**src/rtl/exception_unit.sv**
```systemverilog
// Precise-exception collector: tracks ID/EX causes alongside each instruction and
// commits the oldest one at MEM as a one-cycle pulse to coprocessor 0, then flushes.
module exception_unit #(
    parameter int unsigned FLUSH_CYCLES = 2,
    parameter int unsigned DROP_W       = 8
) (
    input  logic              clk,
    input  logic              reset,
    input  logic              stall,
    input  logic              id_valid,
    input  logic [31:0]       id_pc,
    input  logic [31:0]       id_instr,
    input  logic              id_ri,
    input  logic              id_syscall,
    input  logic              ex_ovf,
    input  logic              eret,
    output logic [66:0]       exception_bus,
    output logic              flush_id,
    output logic              flush_ex,
    output logic              flush_mem,
    output logic              in_handler,
    output logic [DROP_W-1:0] drop_count
);

    localparam int unsigned CNT_W = (FLUSH_CYCLES > 1) ? $clog2(FLUSH_CYCLES) : 1;

    typedef struct packed {
        logic        valid;
        logic        ri;
        logic        syscall;
        logic [31:0] pc;
        logic [31:0] instr;
    } ex_stage_t;

    typedef struct packed {
        logic        valid;
        logic        ri;
        logic        syscall;
        logic        ovf;
        logic [31:0] pc;
        logic [31:0] instr;
    } mem_stage_t;

    typedef enum logic [1:0] {
        IDLE    = 2'd0,
        FLUSH   = 2'd1,
        HANDLER = 2'd2
    } state_t;

    state_t            state_q, state_d;
    logic [CNT_W-1:0]  cnt_q, cnt_d;
    ex_stage_t         ex_q, ex_d;
    mem_stage_t        mem_q, mem_d;
    logic [66:0]       bus_q, bus_d;
    logic              flush_q, flush_d;
    logic              in_handler_q, in_handler_d;
    logic [DROP_W-1:0] drop_q, drop_d;
    logic              cause_c;
    logic [66:0]       encoded_c;

    // MEM instruction is ready to raise an exception this edge
    assign cause_c = mem_q.valid & (mem_q.ri | mem_q.syscall | mem_q.ovf) & ~stall;

    // One-hot cause with RI > SYSCALL > OVF priority
    always_comb begin
        encoded_c = '0;
        if (mem_q.ri) begin
            encoded_c = {3'b010, mem_q.pc, mem_q.instr};
        end else if (mem_q.syscall) begin
            encoded_c = {3'b001, mem_q.pc, mem_q.instr};
        end else if (mem_q.ovf) begin
            encoded_c = {3'b100, mem_q.pc, mem_q.instr};
        end
    end

    always_comb begin
        state_d      = state_q;
        cnt_d        = cnt_q;
        ex_d         = ex_q;
        mem_d        = mem_q;
        bus_d        = '0;
        flush_d      = flush_q;
        in_handler_d = in_handler_q;
        drop_d       = drop_q;

        // Tracking pipeline; a dropped HANDLER cause simply advances out of MEM
        if (flush_q) begin
            ex_d  = '0;
            mem_d = '0;
        end else if (!stall) begin
            mem_d = '{valid:   ex_q.valid,
                      ri:      ex_q.ri,
                      syscall: ex_q.syscall,
                      ovf:     ex_ovf & ex_q.valid,
                      pc:      ex_q.pc,
                      instr:   ex_q.instr};
            if (id_valid) begin
                ex_d = '{valid: 1'b1, ri: id_ri, syscall: id_syscall,
                         pc: id_pc, instr: id_instr};
            end else begin
                ex_d = '0;
            end
        end

        case (state_q)
            IDLE: begin
                if (cause_c) begin
                    bus_d        = encoded_c;
                    state_d      = FLUSH;
                    cnt_d        = '0;
                    flush_d      = 1'b1;
                    in_handler_d = 1'b1;
                end
            end
            FLUSH: begin
                if (cnt_q == CNT_W'(FLUSH_CYCLES - 1)) begin
                    state_d = HANDLER;
                    flush_d = 1'b0;
                end else begin
                    cnt_d = cnt_q + CNT_W'(1);
                end
            end
            HANDLER: begin
                if (cause_c && (drop_q != '1)) begin
                    drop_d = drop_q + DROP_W'(1);
                end
                if (eret) begin
                    state_d      = IDLE;
                    in_handler_d = 1'b0;
                end
            end
            default: begin
                state_d      = IDLE;
                flush_d      = 1'b0;
                in_handler_d = 1'b0;
            end
        endcase
    end

    always_ff @(posedge clk) begin
        if (reset) begin
            state_q      <= IDLE;
            cnt_q        <= '0;
            ex_q         <= '0;
            mem_q        <= '0;
            bus_q        <= '0;
            flush_q      <= 1'b0;
            in_handler_q <= 1'b0;
            drop_q       <= '0;
        end else begin
            state_q      <= state_d;
            cnt_q        <= cnt_d;
            ex_q         <= ex_d;
            mem_q        <= mem_d;
            bus_q        <= bus_d;
            flush_q      <= flush_d;
            in_handler_q <= in_handler_d;
            drop_q       <= drop_d;
        end
    end

    assign exception_bus = bus_q;
    assign flush_id      = flush_q;
    assign flush_ex      = flush_q;
    assign flush_mem     = flush_q;
    assign in_handler    = in_handler_q;
    assign drop_count    = drop_q;

endmodule

```
**config.mk**
```make
export PLATFORM = sky130hd
export DESIGN_NAME = exception_unit
export DESIGN_NICKNAME = d
export VERILOG_FILES = /design/src/rtl/exception_unit.sv
export SDC_FILE = /design/constraint.sdc
export NUM_CORES = 1
export LEC_CHECK = 0
export ABC_AREA = 0
export CAP_MARGIN = 20
export CORE_ASPECT_RATIO = 2
export CORE_MARGIN = 2
export CORE_UTILIZATION = 45
export CTS_BUF_LIST = sky130_fd_sc_hd__clkbuf_4 sky130_fd_sc_hd__clkbuf_8
export CTS_CLUSTER_SIZE = 10
export DETAILED_ROUTE_END_ITERATION = 12
export GPL_TIMING_DRIVEN = 0
export PLACE_DENSITY = 0.8
export SYNTH_ARGS = -nofsm -noshare
export SYNTH_HDL_FRONTEND = slang
export SYNTH_SLANG_ARGS = --single-unit
```
**constraint.sdc**
```tcl
create_clock -name clk -period 2.2 [get_ports clk]
set_input_delay 0.33 -clock clk [delete_from_list [all_inputs] [get_ports clk]]
set_output_delay 0.33 -clock clk [all_outputs]
set_load 0.005 [all_outputs]
```
==> flow_summary.ini <==
[die]
initial_core_util_pct = 46.0
boundaryPins = 151
dieArea_um2 = 16700
die_w_um = 92.4
coreArea_um2 = 15300
row_count = 64
die_y_um = 181

[cts]
clk_latency_ps = 530
cts-root-buf = clkbuf_8
cts_max_path_buffers = 3
htreeDepth = 1
clk_pin_slew_ps = 70
cts_hold_buf = 0
cts_tree = done
cts.repair.resized = 0
cts_setup_buffers = 0
cts_made_buffers = 28
cts_sinks = 215

[sta]
finClkSkew_ps = 8.94
slew_headroom_pct = 48.8
tightest_slew_ps = 768
drv_slew = 0
setup_violations = 0
hold_viol_final = 0
fin_crit_ps = 2000
fin_ws_ps = 195
fmax_mhz = 499
timing.hold.ws_ps = 266
timing.final.crit_share_pct = 91.1
rsz0062_at_grt = no
tns_ps = 0

[detailed_routing]
drtAntennaViolNets = 0
drt_pass1_iterations = 4
drc = 0
wire_per_inst_um = 15.3
routed_wl_um = 16300
num_vias = 5285
first_iter_violations = 128
vias_per_cell = 4.97

[worst_hold_path]
worstHoldPathCells = 2
hp-class = primary input to flip-flop
hold_start = reset
min_to = state_q[0]$_SDFFE_PP0P_

[synthesis]
synth_warnings = 0
syn_nets = 737
synth_area_um2 = 7040
ys_types = 35
synthCells = 664
avgSynthCellArea_um2 = 10.6
synth-seq-cells = 215
yosysSeqAreaShare_pct = 61.2

[global_route]
antenna_found_initial = 2
grt_max_degree = 14
grt-busiest-layer = met2
grt_pass1_vias = 5234
grt_pass1_wl_um = 26200
grt_usage_pct = 19.5
globalRouteMet3Util_pct = 2.92
grtUsageMet1_pct = 20.0
grt_overflow = 0
grt_use_met2_pct = 37.1

[layout]
fill_cells = 1299
final_cells = 1064
drive_above_1_share_pct = 8.80
post-route-util_pct = 61.4
finalNetCount = 916
areaGrowthSynthToFinish_pct = 33.4

[critical_path]
ff2ff_setup_slack_ps = 200
critPathLaunchType = flip-flop
critPathKind = flip-flop to flip-flop
worstRegToRegCells = 7
cp.required_ps = 2660
arrival_ps = 2470
reg2reg_from = mem_q[66]$_SDFFE_PP0N_
end_kind = flip-flop
setup.worst_path.start = mem_q[66]$_SDFFE_PP0N_
worstPathMaxFanout = 10
r2r-end = exception_bus[36]$_SDFF_PP0_

[power]
power.density_nw_per_um2 = 799
leakagePower_nw = 3.74
vdd_drop_max_uv = 659

[placement]
dp_worst_setup_slack_ps = -269
place.gp.congestion = 0.832
port-buffer-count = 149
hpwl_um = 11800
placedCellCount = 1011

[run]
max-cap-violations = 0

[status]
status = complete, no violations
[cells in the mapped netlist]
cell / number / share of area, %
a211oi_1: 1 / 0.11
a21oi_1: 12 / 0.85
a22oi_1: 67 / 7.1
and2_1: 64 / 5.7
and2_2: 1 / 0.11
and3b_2: 1 / 0.14
and4bb_2: 1 / 0.18
buf_1: 3 / 0.16
buf_2: 9 / 0.64
buf_4: 2 / 0.21
buf_6: 1 / 0.16
clkbuf_1: 33 / 1.8
clkbuf_2: 3 / 0.21
dfxtp_1: 215 / 61
ha_1: 1 / 0.18
inv_1: 3 / 0.16
mux2_1: 1 / 0.16
mux2_2: 1 / 0.16
mux2i_1: 66 / 9.4
nand2_1: 5 / 0.27
nand2b_1: 2 / 0.18
nand3_1: 4 / 0.28
nand4_1: 2 / 0.18
nor2_1: 139 / 7.4
nor2b_1: 3 / 0.27
nor3_1: 1 / 0.071
nor3_2: 1 / 0.14
nor3_4: 1 / 0.23
nor4_4: 2 / 0.60
o2111ai_1: 1 / 0.12
o21ai_0: 5 / 0.36
o31ai_1: 5 / 0.53
or2_2: 2 / 0.18
or3_1: 2 / 0.18
or4_1: 4 / 0.43
[final cells by class]
type	instances	area (µm²)	share of cell area [%]
clock inverters	4	45.0	0.480
inverters	3	11.3	0.120
diodes	2	5.00	0.0533
clock buffers	47	559	5.96
well taps	198	248	2.64
multi-input cells	395	2500	26.6
plain buffers	51	221	2.36
repair buffers	149	1490	15.9
flip-flops and latches	215	4300	45.9
[metrics by stage]
stage / power (mW) / area, µm²
floorplan: 4.30 / 7040
global placement: 4.50 / 8780
detailed placement: 4.51 / 8780
CTS: 7.57 / 9380
global route: 7.78 / 9390
finish: 7.50 / 9390
[worst max-delay path, cell delays in order, from the launching register on]
cell and delay (ps):
dfxtp_1 420, nor3_2 80, or3_1 340, buf_2 180, nor3_4 210, buf_2 280, clkbuf_2 260, and2_1 180
[how the worst max path moves through the flow]
stage | endpoint | depth (start not counted)
3_5_place_dp | exception_bus[36]$_SDFF_PP0_ | 8
4_1_cts | exception_bus[36]$_SDFF_PP0_ | 7
6_report | exception_bus[36]$_SDFF_PP0_ | 7
2_1_floorplan | drop_count[5]$_SDFFE_PP0P_ | 6
3_3_place_gp | exception_bus[36]$_SDFF_PP0_ | 8
5_1_grt | mem_q[58]$_SDFFE_PP0N_ | 5
[layer usage]
metal / up-vias / share of wire, %
li1: 2604 / -
met1: 2502 / 37
met5: - / 0
met2: 134 / 55
met4: 0 / 4.3
met3: 45 / 4.0
[kinds of logic (layout without fill, tap and decap cells)]
logic type	after synthesis	count (layout)	share of synthesized area (%)
adder cells (fa/ha/maj)	1	1	0.178
multiplexers	68	68	9.71
flip-flops	215	215	61.2
AND/OR/NAND/NOR	235	235	16.5
AO/OA/AOI/OAI	91	91	9.12
other	0	2	0
buffers and inverters	54	254	3.31
[layout by cell type, fill, tap and decap left out, types with 2 or more instances in the layout]
master,instances
a21oi_1,12
a22oi_1,67
and2_1,64
buf_1,3
buf_2,9
buf_4,2
clkbuf_1,33
clkbuf_2,3
clkbuf_4,14
clkbuf_8,33
clkdlybuf4s50_1,149
clkinv_2,3
dfxtp_1,215
diode_2,2
inv_1,3
mux2i_1,66
nand2_1,5
nand2b_1,2
nand3_1,4
nand4_1,2
nor2_1,139
nor2b_1,3
nor4_4,2
o21ai_0,5
o31ai_1,5
or2_2,2
or3_1,2
or4_1,4
[registers in the layout (all words and copies together), names as in the netlist]
register / count
in_handler: 1
mem_q: 68
flush_ex: 1
ex_q: 67
cnt_q: 1
state_q: 2
drop_count: 8
exception_bus: 67
[power breakdown]
| part | internal, mW | switching, mW |
|---|---|---|
| Combinational | 0.213 | 0.203 |
| Sequential | 3.96 | 0.0363 |
| Clock | 1.71 | 1.36 |
| Total | 5.89 | 1.60 |
(Power assumes the default switching activity.)
